$ cat src/rtl/btn_debounce_sync_pkg.sv
// Shared definitions for the button debouncer: FSM state encodings and
// the qualification counter width helper.
package debounce_defs;

  typedef enum logic [1:0] {
    IDLE_LOW  = 2'b00,
    WAIT_HIGH = 2'b01,
    IDLE_HIGH = 2'b10,
    WAIT_LOW  = 2'b11
  } deb_state_t;

  // Counter only needs to reach n-1; keep at least one bit for n <= 2.
  function automatic int unsigned cnt_width(input int unsigned n);
    return (n <= 2) ? 1 : $clog2(n);
  endfunction

endpackage

$ cat src/rtl/sync_ff_chain.sv
// Multi-flop synchroniser for an asynchronous single-bit input.
// Synchronous active-low reset clears every stage.
module sync_ff_chain #(
  parameter int unsigned STAGES = 2
) (
  input  logic clk,
  input  logic reset,
  input  logic d,
  output logic q
);

  logic [STAGES-1:0] sr;

  always_ff @(posedge clk) begin
    if (!reset) begin
      sr <= '0;
    end else begin
      sr <= {sr[STAGES-2:0], d};
    end
  end

  assign q = sr[STAGES-1];

endmodule

$ cat src/rtl/btn_debounce_sync.sv
// Button conditioning: synchronise, qualify each level change for
// STABLE_CYCLES clocks, then emit a clean level plus rise/fall strobes.
module btn_debounce_sync
  import debounce_defs::*;
#(
  parameter int unsigned SYNC_STAGES   = 2,
  parameter int unsigned STABLE_CYCLES = 4
) (
  input  logic clk,
  input  logic reset,
  input  logic btn_in,
  output logic btn_level,
  output logic btn_rise,
  output logic btn_fall,
  output logic busy
);

  localparam int unsigned CNT_W = cnt_width(STABLE_CYCLES);
  localparam logic [CNT_W-1:0] CNT_MAX = CNT_W'(STABLE_CYCLES - 1);

  logic             s;
  deb_state_t       state, state_nxt;
  logic [CNT_W-1:0] cnt, cnt_nxt;
  logic             level_nxt, rise_nxt, fall_nxt, busy_nxt;

  sync_ff_chain #(
    .STAGES (SYNC_STAGES)
  ) u_sync (
    .clk   (clk),
    .reset (reset),
    .d     (btn_in),
    .q     (s)
  );

  always_ff @(posedge clk) begin
    if (!reset) begin
      state     <= IDLE_LOW;
      cnt       <= '0;
      btn_level <= 1'b0;
      btn_rise  <= 1'b0;
      btn_fall  <= 1'b0;
      busy      <= 1'b0;
    end else begin
      state     <= state_nxt;
      cnt       <= cnt_nxt;
      btn_level <= level_nxt;
      btn_rise  <= rise_nxt;
      btn_fall  <= fall_nxt;
      busy      <= busy_nxt;
    end
  end

  always_comb begin
    state_nxt = state;
    cnt_nxt   = cnt;
    rise_nxt  = 1'b0;
    fall_nxt  = 1'b0;
    unique case (state)
      IDLE_LOW: begin
        if (s) begin
          state_nxt = WAIT_HIGH;
          cnt_nxt   = '0;
        end
      end
      WAIT_HIGH: begin
        if (!s) begin
          state_nxt = IDLE_LOW;
        end else if (cnt == CNT_MAX) begin
          state_nxt = IDLE_HIGH;
          rise_nxt  = 1'b1;
        end else begin
          cnt_nxt = cnt + CNT_W'(1);
        end
      end
      IDLE_HIGH: begin
        if (!s) begin
          state_nxt = WAIT_LOW;
          cnt_nxt   = '0;
        end
      end
      WAIT_LOW: begin
        if (s) begin
          state_nxt = IDLE_HIGH;
        end else if (cnt == CNT_MAX) begin
          state_nxt = IDLE_LOW;
          fall_nxt  = 1'b1;
        end else begin
          cnt_nxt = cnt + CNT_W'(1);
        end
      end
    endcase
    // Level/busy are decoded from the next state so the registered outputs
    // always agree with the registered state.
    level_nxt = (state_nxt == IDLE_HIGH) || (state_nxt == WAIT_LOW);
    busy_nxt  = (state_nxt == WAIT_HIGH) || (state_nxt == WAIT_LOW);
  end

endmodule

$ cat config.mk
export PLATFORM = sky130hd
export DESIGN_NAME = btn_debounce_sync
export DESIGN_NICKNAME = d
export VERILOG_FILES = /design/src/rtl/btn_debounce_sync_pkg.sv /design/src/rtl/sync_ff_chain.sv /design/src/rtl/btn_debounce_sync.sv
export SDC_FILE = /design/constraint.sdc
export NUM_CORES = 1
export LEC_CHECK = 0
export CAP_MARGIN = 0
export CORE_AREA = 10 10 47 49
export DETAILED_ROUTE_END_ITERATION = 16
export DIE_AREA = 0 0 57 59
export PLACE_DENSITY_LB_ADDON = 0.15
export SYNTH_ARGS = -nofsm -noshare
export SYNTH_HDL_FRONTEND = slang
export SYNTH_HIERARCHICAL = 1
export SYNTH_SLANG_ARGS = --single-unit
$ cat constraint.sdc
create_clock -name clk -period 1.6 [get_ports clk]
set_input_delay 0.16 -clock clk [delete_from_list [all_inputs] [get_ports clk]]
set_output_delay 0.16 -clock clk [all_outputs]
set_load 0.01 [all_outputs]
==> results.ini, run 1 <==
[grt]
grt_pass1_vias=275
grt.overflow.total=0
antenna_found_initial=0
grt_use_total=0.0416
grt_first_pass_wirelength_um=1060
grt_start_max_net_pins=11

[sta]
rsz0062_at_grt=no
clock.fmax_mhz=722
final-hold-violation-count=0
period_minus_slack_ps=1380
setup_viol=0
period_share=0.865
tns_ps=0
tightestPinTransition_ps=265
slew_violations=0
fin_skew_ps=5.47
holdWs_ps=438
slew_headroom=0.823

[drt]
final_antenna_net_count=0
route.detailed.drc=0
wl_um=575
vias_per_cell=4.42
routedWlPerCell_um=10.1
detailroute.via_count=252
firstDrtPassIters=2
drtIter0Drc=4

[worst_setup_path]
startpoint_type=register
cp_num_buf_inv=1
cp_slowest_cell=clkdlybuf4s50_1
crit_family=buffers and inverters
cp_max_fo=6
worstSetupPathType=reg -> out
crit_arrival_ps=1220
cp_cell_sequence=clkdlybuf4s50_1
cp.required_ps=1440
end_kind=output port
max_stage_delay_ps=570

[synthesis]
ys_types=14
syn_inst=31
synth-seq-area-share=0.548
synth_seq_cells=9
synth_area_um2=329
syn_area_per_cell_um2=10.6
ys_warn_count=6
syn_nets=36

[power_and_ir_drop]
finalPower_mw=0.419
power_density_nw_per_um2=960
vdd_drop_max_mv=0.444
leakagePower_nw=0.168

[floorplanning]
die_area_um2=3360
die_w_um=57
coreArea_um2=1400
pin_count=7
die_h_um=59
std_cell_rows=14
start_util=0.235

[placed_design]
portBuffers=6
place.gp.congestion=0.664
dpl.cell_count=53

[clocking]
postCtsSetupBuffers=0
clk_latency_ps=260
cts_buffer_depth=2
cts_resized=0
clk_pin_slew_ps=70
cts_made_buffers=3
postCtsHoldBufs=0
numClockSinks=9
ctsHtreeMaxLevel=1
ctsRootBufferMaster=clkbuf_4
cts_tree=done

[finish]
final_common_cell=dfxtp_1
antenna_cells=0
final_cell_count_no_fill=57
area_growth_pct=32.7
drive_gt1_frac=0.122
multi_input_area_um2=149
fill_cells=162
final-seq-area_um2=180
nNetsFinal=47
final_cell_mix=9 x dfxtp_1, 6 x clkdlybuf4s50_1, 4 x nand2_1

[run_status]
status=finished, final reports clean

[flow_run]
max_cap_violations=0

[min_path]
min_path_type=reg -> reg

path summary, 6_finish.rpt:
kind,slack (ps),end,startpoint,depth (start not counted)
hold / removal,440,u_sync/sr[1],u_sync/sr[0],1
hold reg to reg,440,u_sync/sr[1],u_sync/sr[0],1
setup reg to reg,360,cnt[1],cnt[0],3
setup / recovery,220,busy,busy,1
cell usage after synthesis, drive strengths merged:
cell type | instances | area [um^2]
nor3b | 2 | 15.0
o22ai | 2 | 12.5
nand3 | 1 | 5.00
a21o | 1 | 8.76
nand2 | 4 | 15.0
ha | 2 | 25.0
a22oi | 1 | 7.51
nand2b | 1 | 6.26
and2 | 3 | 18.8
dfxtp | 9 | 180
xnor2 | 1 | 8.76
nor2b | 2 | 12.5
or3b | 1 | 8.76
a21oi | 1 | 5.00
stage by stage:
step	utilization	cell area, um^2	setup WS, ps
finish	0.312	437	216
global route	0.312	437	147
CTS	0.312	437	193
detailed placement	0.292	409	379
global placement	0.292	409	414
floorplan	-	329	477
flip-flops by register name, indices dropped and copies added (netlist names):
register and cells:
btn_level 1, btn_fall 1, btn_rise 1, busy 1, cnt 2, u_sync/sr 2, state 1
cell type report:
type                    count  area share
multi-input cells          22       0.341
flip-flops and latches      9       0.413
clock inverters             1      0.0115
well taps                  16      0.0458
repair buffers              6       0.138
clock buffers               3      0.0516
where the power goes:
| part | switching, mW | total, mW | internal [mW] |
|---|---|---|---|
| combinational | 0.00578 | 0.0152 | 0.00941 |
| clock | 0.0821 | 0.174 | 0.0921 |
| sequential | 0.00247 | 0.230 | 0.227 |
| total | 0.0903 | 0.419 | 0.329 |
routing by layer:
layer | up-vias | share of wire | wire length [um] | GRT usage
li1 | 125 | - | - | -
met5 | - | 0 | 0 | 0
met1 | 119 | 0.44 | 253 | 0.0371
met3 | 2 | 0.089 | 51 | 0.0236
met4 | 0 | 0.0070 | 4 | 0.0503
met2 | 6 | 0.46 | 267 | 0.0605
cell families (layout without fill, tap and decap cells):
group                    count (synthesis)  after routing  synth area share
AO/OA/AOI/OAI                            5              5             0.103
XOR/XNOR                                 1              1            0.0266
adder cells (fa/ha/maj)                  2              2            0.0760
buffers and inverters                    0             10                 0
flip-flops                               9              9             0.548
AND/OR/NAND/NOR                         14             14             0.247
(Power assumes the default switching activity.)
==> run 2: changes to the inputs <==
--- a/config.mk
+++ b/config.mk
@@ -5,10 +5,11 @@
 export SDC_FILE = /design/constraint.sdc
 export NUM_CORES = 1
 export LEC_CHECK = 0
-export CAP_MARGIN = 0
-export CORE_AREA = 10 10 47 49
+export CAP_MARGIN = 10
+export CORE_AREA = 2 2 39 41
+export CTS_BUF_LIST = sky130_fd_sc_hd__clkbuf_8
 export DETAILED_ROUTE_END_ITERATION = 16
-export DIE_AREA = 0 0 57 59
+export DIE_AREA = 0 0 41 43
 export PLACE_DENSITY_LB_ADDON = 0.15
 export SYNTH_ARGS = -nofsm -noshare
 export SYNTH_HDL_FRONTEND = slang
==> run 2 against run 1 <==
  * Sequential power barely moved
  * Clock skew down 4.8 ps
  * Power grew 18%
  * Clock-buffer cell count unchanged
  * Cell count unchanged
  * Non-clock buffer count did not move
  * Sequential share of layout area is 1.6 points lower
  * Critical endpoint unchanged
  * Core utilization is 1.7 points higher
  * Largest power group is now the clock network
  * First-iteration DRC count down 100%
==> results.ini, run 2 (synthesis results as in run 1) <==
[worst_setup_path]
cp_max_fo=6  ; unchanged
cp.required_ps=1440  ; about the same
r2r_end=cnt[0]
r2r_start=cnt[0]
critPathLaunch=busy
crit_family=buffers and inverters
max_stage_delay_ps=570  ; about the same
cp_num_buf_inv=1  ; unchanged
ff2ff_path_depth=3  ; unchanged
cp_cell_sequence=clkdlybuf4s50_1
startpoint_type=register
end_kind=output port
crit_arrival_ps=1190  ; -30 ps
worstSetupPathType=reg -> out
cp_slowest_cell=clkdlybuf4s50_1
r2r_slack_ps=390  ; +30 ps

[floorplanning]
die_w_um=41  ; -28%
start_util=0.238  ; +0.00297
std_cell_rows=14  ; unchanged
die_area_um2=1760  ; -48%
coreArea_um2=1380  ; -1.2%
die_h_um=43  ; -27%
pin_count=7  ; unchanged

[sta]
rsz0062_at_grt=no
tns_ps=0  ; unchanged
fin_skew_ps=0.723  ; -4.75 ps
setup_viol=0  ; unchanged
tightestPinTransition_ps=276  ; +11.8 ps
clock.fmax_mhz=740  ; +2.4%
final-hold-violation-count=0  ; unchanged
period_share=0.845  ; -0.0202
period_minus_slack_ps=1350  ; -32.3 ps
slew_headroom=0.815  ; -0.00791
slew_violations=0  ; unchanged

[finish]
antenna_cells=0  ; unchanged
nNetsFinal=47  ; unchanged
drive_gt1_frac=0.0976  ; -0.0244
final_common_cell=dfxtp_1
largestRegisters=cnt x2, u_sync/sr x2
final_cell_mix=9 x dfxtp_1, 6 x clkdlybuf4s50_1, 4 x nand2_1
area_growth_pct=38.0

[min_path]
holdPathEnd=u_sync/sr[1]
worstHoldPathCells=1  ; unchanged
hold_start=u_sync/sr[0]
min_path_type=reg -> reg

[drt]
route.detailed.drc=0  ; unchanged
final_antenna_net_count=0  ; unchanged
vias_per_cell=4.12  ; -6.7%
firstDrtPassIters=1  ; -1
wl_um=525  ; -8.7%
drtIter0Drc=0  ; -4
routedWlPerCell_um=9.21  ; -8.7%
detailroute.via_count=235  ; -6.7%

[grt]
antenna_found_initial=0  ; unchanged
grt_first_pass_wirelength_um=938  ; -12%
grt_start_max_net_pins=11  ; unchanged
grt.overflow.total=0  ; unchanged
grt_pass1_vias=228  ; -17%
grt_use_total=0.0865  ; +0.0449

[placed_design]
portBuffers=6  ; unchanged
place.gp.congestion=0.651  ; -2.0%
hpwl_um=396

[power_and_ir_drop]
power_density_nw_per_um2=1090  ; +14%
finalPower_mw=0.496  ; +18%
leakagePower_nw=0.178  ; +5.5%
vdd_drop_max_mv=0.360  ; -19%

[run_status]
status=finished, final reports clean

[clocking]
ctsRootBufferMaster=clkbuf_8
cts_resized=0  ; unchanged
cts_buffer_depth=2  ; unchanged
cts_made_buffers=3  ; unchanged
numClockSinks=9  ; unchanged
clk_pin_slew_ps=40  ; -30 ps
ctsHtreeMaxLevel=1  ; unchanged
postCtsSetupBuffers=0  ; unchanged
postCtsHoldBufs=0  ; unchanged
cts_tree=done
clk_latency_ps=230  ; -30 ps

[flow_run]
max_cap_violations=0  ; unchanged

-- run 2: changes by cell type in the layout (fill, tap and decap cells not counted), sizes merged --
cell,previous run,this run
clkinv,1,0
inv,0,1
-- run 2: where the power goes --
part	total (mW)	leakage (nW)	internal, mW	switching (mW)
Clock	0.250	0.0269	0.166	0.0833
Combinational	0.0153	0.0777	0.00941	0.00588
Sequential	0.231	0.0730	0.228	0.00242
-- run 2: per-layer routing --
metal / up-vias / GRT usage / wire length, um
li1: 127 / - / -
met1: 101 / 0.0874 / 214
met2: 5 / 0.119 / 264
met3: 2 / 0.0314 / 31
met4: 0 / 0.100 / 14
met5: - / 0 / 0
-- run 2: how the worst max path moves through the flow --
| stage | to | slack (ps) | depth (start not counted) |
|---|---|---|---|
| 2_1_floorplan | cnt[1] | 480 | 3 |
| 3_3_place_gp | cnt[1] | 420 | 3 |
| 3_5_place_dp | btn_fall | 370 | 3 |
| 4_1_cts | busy | 230 | 1 |
| 5_1_grt | busy | 210 | 1 |
| 6_report | busy | 250 | 1 |
-- run 2: cell type report --
class,instances,area (um^2)
fillers,135,930
repair buffers,6,60.1
multi-input cells,22,149
well taps,16,20.0
clock buffers,3,41.3
clock inverters,1,3.75
flip-flops and latches,9,180
-- run 2: through the flow --
step | hold slack (ps) | cells | utilization | instance area (um^2) | worst slack, ps
after floorplan | 282 | 31 | - | 329 | 477
after global placement | 418 | 53 | 0.296 | 409 | 416
after detailed placement | 424 | 53 | 0.296 | 409 | 375
after CTS | 435 | 57 | 0.328 | 454 | 233
after global routing | 449 | 57 | 0.328 | 454 | 207
final | 429 | 57 | 0.328 | 454 | 248
